<file path="src/rtl/key_schedule_engine.sv">
`default_nettype none
// ============================================================================
//  Module      : key_schedule_engine
//  Description : Sequential AES key expansion for 128/192/256-bit keys.
//                Builds the word schedule one 32-bit word per push, using a
//                registered (one-cycle) SubWord lookup. Streams the Nr+1
//                128-bit round keys over a valid/ready handshake.
//  Ports       : clk       - system clock, rising edge
//                reset     - asynchronous active-high reset
//                start     - begin a new expansion (sampled in IDLE only)
//                key       - cipher key, key[KEY_BITS-1 -: 32] is w[0]
//                busy      - expansion in progress
//                rkValid   - roundKey / rkRound / rkLast valid
//                rkReady   - consumer accepts the presented round key
//                roundKey  - {w[4r], w[4r+1], w[4r+2], w[4r+3]}
//                rkRound   - round index r, 0..Nr
//                rkLast    - presented key is round Nr
//                done      - one-cycle pulse after the final transfer
//  Revision    : 1.0 - initial release
// ============================================================================
module key_schedule_engine #(
   parameter int KEY_BITS = 128
) (
   input  logic                clk,
   input  logic                reset,
   input  logic                start,
   input  logic [KEY_BITS-1:0] key,
   output logic                busy,
   output logic                rkValid,
   input  logic                rkReady,
   output logic [127:0]        roundKey,
   output logic [3:0]          rkRound,
   output logic                rkLast,
   output logic                done
);

   localparam int         NK       = KEY_BITS / 32;
   localparam int         NR       = NK + 6;
   localparam logic [5:0] WORDS    = 6'(4 * (NR + 1));
   localparam logic [5:0] NK_IDX   = 6'(NK);
   localparam logic [2:0] NK_LAST  = 3'(NK - 1);
   localparam logic [3:0] NR_ROUND = 4'(NR);

   typedef enum logic [2:0] {
      IDLE = 3'd0,
      PUSH = 3'd1,
      SUB  = 3'd2,
      GEN  = 3'd3,
      DONE = 3'd4
   } state_t;

   // ------------------------------------------------------------------------
   // GF(2^8) arithmetic for the S-box: inverse via x^254, then affine map.
   // ------------------------------------------------------------------------
   function automatic logic [7:0] xtime(input logic [7:0] a);
      return {a[6:0], 1'b0} ^ (a[7] ? 8'h1b : 8'h00);
   endfunction

   function automatic logic [7:0] gf_mul(input logic [7:0] a, input logic [7:0] b);
      logic [7:0] p;
      logic [7:0] aa;
      p  = 8'h00;
      aa = a;
      for (int k = 0; k < 8; k++) begin
         if (b[k]) p = p ^ aa;
         aa = xtime(aa);
      end
      return p;
   endfunction

   function automatic logic [7:0] sbox_byte(input logic [7:0] x);
      logic [7:0] x3, x7, x15, x31, x63, x127, inv;
      x3   = gf_mul(gf_mul(x, x), x);
      x7   = gf_mul(gf_mul(x3, x3), x);
      x15  = gf_mul(gf_mul(x7, x7), x);
      x31  = gf_mul(gf_mul(x15, x15), x);
      x63  = gf_mul(gf_mul(x31, x31), x);
      x127 = gf_mul(gf_mul(x63, x63), x);
      inv  = gf_mul(x127, x127);   // x^254 == x^-1, and maps 0 to 0
      return inv ^ {inv[6:0], inv[7]} ^ {inv[5:0], inv[7:6]}
                 ^ {inv[4:0], inv[7:5]} ^ {inv[3:0], inv[7:4]} ^ 8'h63;
   endfunction

   function automatic logic [31:0] sub_word(input logic [31:0] w);
      return {sbox_byte(w[31:24]), sbox_byte(w[23:16]),
              sbox_byte(w[15:8]),  sbox_byte(w[7:0])};
   endfunction

   // A generated word needs SubWord at i mod Nk == 0, plus i mod 8 == 4 for AES-256.
   function automatic logic needs_sub(input logic [5:0] i, input logic [2:0] m);
      return (i >= NK_IDX) && (i < WORDS) &&
             ((m == 3'd0) || ((NK == 8) && (m == 3'd4)));
   endfunction

   // ------------------------------------------------------------------------
   // State
   // ------------------------------------------------------------------------
   state_t      state;
   logic [31:0] win [NK];     // win[0] = w[i-Nk] ... win[NK-1] = w[i-1]
   logic [5:0]  idx;          // index i of the next word to push
   logic [2:0]  wmod;         // i mod Nk
   logic [7:0]  rcon;
   logic [31:0] sbox_q;       // registered SubWord result
   logic [95:0] asm_q;        // first three words of the round key in progress
   logic [1:0]  fill;
   logic [3:0]  round_cnt;

   logic        stalled;
   logic        xfer;
   logic        cur_sub;
   logic        nxt_sub;
   logic        do_push;
   logic [5:0]  idx_nx;
   logic [2:0]  mod_nx;
   logic [31:0] prev_word;
   logic [31:0] sub_addr;
   logic [31:0] push_word;

   always_comb begin
      stalled   = rkValid && !rkReady;
      xfer      = rkValid && rkReady;
      idx_nx    = idx + 6'd1;
      mod_nx    = (wmod == NK_LAST) ? 3'd0 : wmod + 3'd1;
      cur_sub   = needs_sub(idx, wmod);
      nxt_sub   = needs_sub(idx_nx, mod_nx);
      prev_word = win[NK-1];
      sub_addr  = (wmod == 3'd0) ? {prev_word[23:0], prev_word[31:24]} : prev_word;
      do_push   = 1'b0;
      push_word = win[0] ^ prev_word;
      case (state)
         PUSH: begin
            if ((idx != WORDS) && !stalled) begin
               if (idx < NK_IDX) begin
                  // Key words: the window is rotated, so w[i] is always win[0]
                  // and the window is back in order once all Nk are pushed.
                  do_push   = 1'b1;
                  push_word = win[0];
               end else if (!cur_sub) begin
                  do_push = 1'b1;
               end
            end
         end
         GEN: begin
            if (!stalled) begin
               do_push   = 1'b1;
               push_word = win[0] ^ sbox_q ^ ((wmod == 3'd0) ? {rcon, 24'h0} : 32'h0);
            end
         end
         default: ;
      endcase
   end

   always_ff @(posedge clk or posedge reset) begin
      if (reset) begin
         state     <= IDLE;
         busy      <= 1'b0;
         rkValid   <= 1'b0;
         roundKey  <= '0;
         rkRound   <= '0;
         rkLast    <= 1'b0;
         done      <= 1'b0;
         for (int j = 0; j < NK; j++) win[j] <= '0;
         idx       <= '0;
         wmod      <= '0;
         rcon      <= 8'h01;
         sbox_q    <= '0;
         asm_q     <= '0;
         fill      <= '0;
         round_cnt <= '0;
      end else begin
         done <= 1'b0;
         if (xfer) begin
            rkValid <= 1'b0;
            rkLast  <= 1'b0;
         end

         if (do_push) begin
            for (int j = 0; j < NK - 1; j++) win[j] <= win[j+1];
            win[NK-1] <= push_word;
            idx       <= idx_nx;
            wmod      <= mod_nx;
            asm_q     <= {asm_q[63:0], push_word};
            fill      <= fill + 2'd1;   // wraps to 0 on the fourth word
            // A push can coincide with a transfer only as word 0, so setting
            // rkValid here never collides with the drop above.
            if (fill == 2'd3) begin
               roundKey  <= {asm_q, push_word};
               rkValid   <= 1'b1;
               rkRound   <= round_cnt;
               rkLast    <= (round_cnt == NR_ROUND);
               round_cnt <= round_cnt + 4'd1;
            end
         end

         case (state)
            IDLE: begin
               if (start) begin
                  for (int j = 0; j < NK; j++) win[j] <= key[KEY_BITS-1-32*j -: 32];
                  idx       <= '0;
                  wmod      <= '0;
                  rcon      <= 8'h01;
                  fill      <= '0;
                  round_cnt <= '0;
                  busy      <= 1'b1;
                  state     <= PUSH;
               end
            end
            PUSH: begin
               if (idx == WORDS) begin
                  // Every word pushed: wait for the last round key to leave.
                  if (xfer) begin
                     busy  <= 1'b0;
                     done  <= 1'b1;
                     state <= DONE;
                  end
               end else if (do_push) begin
                  state <= nxt_sub ? SUB : PUSH;
               end else if (cur_sub) begin
                  state <= SUB;
               end
            end
            SUB: begin
               sbox_q <= sub_word(sub_addr);
               state  <= GEN;
            end
            GEN: begin
               if (do_push) begin
                  if (wmod == 3'd0) rcon <= xtime(rcon);
                  state <= nxt_sub ? SUB : PUSH;
               end
            end
            DONE: begin
               state <= IDLE;
            end
            default: begin
               state <= IDLE;
            end
         endcase
      end
   end

endmodule
`default_nettype wire

</file>
<file path="config.mk">
export PLATFORM = sky130hd
export DESIGN_NAME = key_schedule_engine
export DESIGN_NICKNAME = d
export VERILOG_FILES = /design/src/rtl/key_schedule_engine.sv
export SDC_FILE = /design/constraint.sdc
export NUM_CORES = 2
export LEC_CHECK = 0
export BUFFER_PORTS_ARGS = -buffer_cell sky130_fd_sc_hd__buf_2
export CELL_PAD_IN_SITES_DETAIL_PLACEMENT = 0
export CELL_PAD_IN_SITES_GLOBAL_PLACEMENT = 1
export CORE_MARGIN = 4
export CORE_UTILIZATION = 40
export CTS_BUF_LIST = sky130_fd_sc_hd__clkbuf_8
export CTS_CLUSTER_DIAMETER = 120
export DETAILED_ROUTE_END_ITERATION = 12
export GPL_TIMING_DRIVEN = 0
export PLACE_DENSITY = 0.69
export REMOVE_ABC_BUFFERS = 1
export SLEW_MARGIN = 10
export SYNTH_ARGS = -nofsm -noshare
export SYNTH_HDL_FRONTEND = slang
export SYNTH_SLANG_ARGS = --single-unit
</file>
<file path="constraint.sdc">
create_clock -name clk -period 28.5 [get_ports clk]
set_input_delay 2.85 -clock clk [delete_from_list [all_inputs] [get_ports clk]]
set_output_delay 2.85 -clock clk [all_outputs]
set_load 0.005 [all_outputs]
</file>
### After elaboration in Yosys (flattened, before gate mapping)

Index checks and enable logic that the tools add are counted.

| cells by class | value |
|---|---|
| add/sub/neg operators | 4 |
| multiply operators | 0 |
| divide/modulo/power cells | 0 |
| order comparisons | 5 |
| equal/unequal tests | 15 |
| shifts and indexed selects | 0 |
| multiplexer cells | 1250 |
| bitwise operators | 752 |
| reductions and logical operators | 18 |

Operator list:

| kind | count |
|---|---|
| $mux W8 | 835 |
| $xor A8 B8 Y8 | 380 |
| $xor A8 B5 Y8 | 365 |
| $mux W5 | 365 |
| $mux W128 | 3 |
| $mux W32 | 5 |
| $xor A32 B32 Y32 | 3 |
| $pmux W32 S2 | 1 |
| $mux W3 | 10 |
| $mux W6 | 3 |
| $mux W1 | 16 |
| $mux W4 | 4 |
| $not A4 Y4 | 4 |
| $pmux W8 S2 | 1 |
| $ge A6 B3 Y1 const B | 2 |
| $lt A6 B6 Y1 const B | 2 |
| $pmux W3 S4 | 1 |
| $reduce_and A4 Y1 | 3 |
| $ne A2 B2 Y1 const B | 5 |
| $eq A3 B2 Y1 const B | 3 |
| $logic_not A3 Y1 | 3 |
| $mux W2 | 4 |
| $logic_and A1 B1 Y1 | 7 |
| $add A6 B1 Y6 const B | 1 |
| other kinds (15) | 18 |

| word-level totals | value |
|---|---|
| register bits after elaboration | 418 |
| bits in latches | 0 |
| bits in writable memories | 0 |
| ROM bits | 0 |
| input port bits | 132 |
| output and inout bits | 136 |
| logic and storage cells | 2062 |
| memories kept | 0 |

### Depth between registers and ports, before layout

| logic depth | value |
|---|---|
| word-level depth | 306 |
| gate-level depth with buffers | 104 |
| depth with buffers taken out | 86 |

### Least setup slack after synthesis

OpenSTA, ideal clock, no wires.

| timing path | value |
|---|---|
| path type | register -> register |
| from | register wmod[0] |
| to | register sbox_q[22] |
| setup time | 0.125 ns |
| data arrival time | 23.420 ns |
| data required time | 28.375 ns |
| setup slack | 4.955 ns |
| stages on the path, launching flop included | 96 |
| buffers on the path | 14 |
| clock period less this slack | 23.545 ns |
| path through | dfrtp_1 > inv_1 > ha_1 > and3b_2 > a21oi_2 > inv_1 > clkbuf_1 > clkbuf_1 > clkbuf_1 > clkbuf_1 > ha_1 > nor2b_1 > o21ai_0 > a2111oi_0 > nor3b_1 > a211oi_2 > xnor2_2 > xor2_1 > [60 not listed] > a21boi_1 > xnor2_1 > buf_2 > buf_1 > nor3_1 > a221oi_1 > o221ai_1 > xnor2_1 > xnor2_1 > inv_1 > buf_2 > ha_1 > xnor2_1 > mux2i_1 > xnor2_1 > xnor2_1 > xnor3_1 > mux2_2 |

| between the ends | value |
|---|---|
| longest elaborated chain between the ends | 306 |
| elaborated cells on any way between the ends | 488 |
| classes of those cells | 300 x mux; 187 x bitwise; 1 x reduce/logical |

Ends and longest elaborated chain:

| element | line | text |
|---|---|---|
| start, declared | 101 | `logic [2:0] wmod;` |
| start signal, assigned | 181 | `wmod <= mod_nx;` |
| $logic_not A3 Y1 * | 127 | `sub_addr = (wmod == 3'd0) ? {prev_word[23:0], prev_word[31:24]} : prev_word;` |
| $mux W32 * | 127 |  |
| $mux W8 / $mux W5 (equally long branches) | 65, 56 |  |
| $mux W8 / $xor A8 B5 Y8 (equally long branches) | 195, 56 |  |
| $xor A8 B8 Y8 | 65 | `if (b[k]) p = p ^ aa;` |
| $mux W8 | 65 |  |
| $mux W8 | 195 | `case (state)` |
| $xor A8 B8 Y8 | 65 |  |
| [289 not listed] | -- |  |
| $mux W8 | 195 |  |
| $xor A8 B8 Y8 | 65 |  |
| $mux W8 * | 65 |  |
| $mux W8 * | 195 |  |
| $xor A8 B8 Y8 (2 in series) | 80 | `return inv ^ {inv[6:0], inv[7]} ^ {inv[5:0], inv[7:6]}` |
| $xor A8 B8 Y8 | 81 | `^ {inv[4:0], inv[7:5]} ^ {inv[3:0], inv[7:4]} ^ 8'h63;` |
| $xor A8 B8 Y8 * | 81 |  |
| $not A4 Y4 (no source line) * | -- |  |
| end signal, assigned | 223 | `sbox_q <= sub_word(sub_addr);` |
| end, declared | 103 | `logic [31:0] sbox_q;` |

Mark *: on every way between the ends. The rest lies on a longest branch, timed or not. The select of a mux whose other input is x is not followed.
A chain may end at the register's enable or synchronous reset.

### Worst setup path in the final report

Same ends and word-level chain as after synthesis.

==> out/metrics.yaml <==
floorplan:
  core_area_um2: 188000
  die_w_um: 444
  core.rowCount: 159
  dieArea_um2: 197000
  ioPinCount: 268
  start_util_pct: 40.3
  chipHeight_um: 444
cts:
  cts_tree: "built"
  path_clk_slew_ps: 60
  clk_latency_ps: 660
  ctsHoldBuffers: 0
  clk_path_buf_depth: 3
  cts_inserted_buffers: 71
  cts_max_level: 3
  cts_root_buf: "clkbuf_8"
  clock_sinks: 418
synthesis:
  syn_inst: 9113
  ys.flop_type: "dfrtp_1"
  synthArstFlopShare_pct: 100
  synth_area_leaders: "xnor2_1, dfrtp_1, xnor3_1"
  yosysSeqAreaShare_pct: 13.8
  yosysWarningCount: 0
  synth_edf_count: 0
  syn_area_um2: 75900
  synth.avg_cell_area_um2: 8.33
  synth_most_common_cell: "nand2_1"
  synth-seq-cells: 418
  synth.top_cell.area_share_pct: 14.6
  ys_types: 149
  synthTopCellsByCount: "nand2_1, xnor2_1, nor2_1"
  yosysTopAreaCell: "xnor2_1"
global_routing:
  grt_use_met1_pct: 33.9
  grt_pass1_wl_um: 376000
  antenna_found_initial: 8
  grt_max_degree: 98
  grt_util_met3_pct: 1.76
  gr-usage-all-layers_pct: 23.5
  met2_usage_pct: 38.8
  first_global_vias: 61800
  busiest_layer: "met2"
  overflow: 0
layout:
  design_area_um2: 82600
  fin_cells: 11500
  multi_input_area_um2: 62700
  drive_gt1_share_pct: 12.9
  post-route-util_pct: 43.9
  regArea_um2: 10500
  finish.net_count: 9129
  area_growth_pct: 8.89
  fill_cells: 18600
sta:
  hold_viol: 0
  period_share_pct: 94.7
  clock_skew_ps: 39.4
  worstMarginPinSlew_ps: 1290
  fin_crit_ps: 26980
  setup_viol: 0
  slew_headroom_pct: 14.2
  rsz0062_at_grt: "false"
  fmax_mhz: 37.1
  drv_slew: 0
place:
  dpl.hpwl_um: 176000
  gp_congestion: 0.868
  place.port_buffers: 267
  place_area_um2: 80200
  numPlacedInstances: 11300
setup_path:
  end_kind: "register"
  arrival_ps: 27500
  cp.required_ps: 29020
  cpMostUsedCell: "xnor3_1"
  startpoint_type: "register"
  path_class: "register to register"
  critPathSlowestCell: "xnor3_4"
  critical-path-max-stage-delay_ps: 660
  critPathTopFamily: "XOR/XNOR gates"
  reg2reg_from: "wmod[0]$_DFF_PP0_"
  crit_fanout: 45
  cp.buffers_inverters: 13
  worstSetupStartpoint: "wmod[0]$_DFF_PP0_"
flow_run:
  cap_violations: 0
detailed_routing:
  vias: 64900
  dr.pass1.iters: 8
  wl_per_cell_um: 21.1
  ant_nets: 0
  wl_um: 243000
  drtIter0Drc: 5152
  vias_per_cell: 5.64
  drc: 0
min_path:
  hold_path.class: "register to register"
  hold_start: "asm_q[65]$_DFFE_PP0P_"
outcome:
  status: "finished clean"
## sequential cells by signal (all words and copies together), names as in the netlist
name / flops
roundKey: 128
asm_q: 96
win: 96
prev_word: 32
sbox_q: 32
rcon: 8
idx: 6
rkRound: 4
round_cnt: 4
state: 3
wmod: 3
fill: 2
busy: 1
done: 1
rkLast: 1
rkValid: 1
## metrics by stage
step | TNS, ps | setup slack [ps] | hold slack [ps]
2_1_floorplan | 0 | 833 | 439
3_3_place_gp | -1040090 | -9000 | 449
3_5_place_dp | -50680 | -2940 | 446
4_1_cts | 0 | 83.1 | 462
5_1_grt | 0 | 24.3 | 488
6_report | 0 | 1520 | 462
## timing repair
item                                    CTS  global route
setup buffers                             0            33
endpoints found under the setup margin   24            32
cloned                                    0             3
pin swaps                                 1             7
gates resized for setup                  41            53
## worst register-to-register path: cells and delay by family, from the launching register on
| kind | cells | cell delay (ps) |
|---|---|---|
| mux | 3 | 650 |
| compound gates | 13 | 3260 |
| flops | 1 | 430 |
| xor+xnor | 36 | 13520 |
| fa+ha+maj | 8 | 3360 |
| buf+inv | 13 | 2930 |
| simple gates | 13 | 2730 |
## per-layer routing
metal  vias up  part of all wire [%]
met1     32000                    47
met3       224                   4.7
met5         -                0.0090
li1      30900                     -
met4         4                   1.7
met2      1808                    46
## cell type report
cell class	count	share of cell area, %
diodes	4	0.0121
clock buffers	87	1.45
clock inverters	37	0.318
inverters	101	0.481
multi-input cells	7931	75.8
flip-flops and latches	418	12.7
well taps	2495	3.78
repair buffers	438	5.45
## worst paths after layout
path / end / slack, ps / depth (start not counted)
setup / recovery: sbox_q[22]$_DFFE_PP0N_ / 1520 / 86
hold / removal: roundKey[97]$_DFFE_PP0P_ / 460 / 2
setup reg to reg: sbox_q[22]$_DFFE_PP0N_ / 1520 / 86
hold reg to reg: roundKey[97]$_DFFE_PP0P_ / 460 / 2
max in group asynchronous: roundKey[120]$_DFFE_PP0P_ / 25100 / 4
min in group asynchronous: roundKey[79]$_DFFE_PP0P_ / 2220 / 2
## cell families (layout without fill, tap and decap cells)
family | after synthesis | count (layout) | synth area share [%]
buffers and inverters | 767 | 663 | 5.19
XOR/XNOR | 2511 | 2512 | 40.9
flip-flops | 418 | 418 | 13.8
AO/OA/AOI/OAI | 1621 | 1621 | 14.3
multiplexers | 457 | 457 | 6.42
other | 0 | 4 | 0
AND/OR/NAND/NOR | 3303 | 3305 | 18.8
adder cells (fa/ha/maj) | 36 | 36 | 0.593
## layout by cell type (no fill, tap or decap), types with 31 or more instances in the layout
cell / instances
a21oi_1: 337
o21ai_1: 77
o22ai_1: 91
or3_1: 46
nand4_1: 34
nor3_1: 147
nand2_1: 1480
ha_1: 35
nand3_1: 181
buf_4: 54
a22oi_1: 69
mux2_2: 66
mux2i_4: 31
and2_1: 56
xnor2_1: 1228
a211oi_1: 57
nor2_1: 1024
xnor2_2: 163
inv_1: 96
nand2b_1: 42
xnor3_1: 383
o21ai_0: 404
xnor3_2: 62
nor2b_1: 49
buf_16: 81
dfrtp_1: 416
o211ai_1: 42
xnor2_4: 36
a221oi_1: 36
buf_2: 272
o21a_1: 50
o221ai_1: 33
xor3_1: 52
clkbuf_8: 87
xor2_1: 502
mux2i_1: 346
xor2_2: 56
and3_1: 56
a21o_1: 35
Power is left out: the tool's default activity adds up to more than one toggle a clock period on the data nets, which glitch-free logic cannot reach.
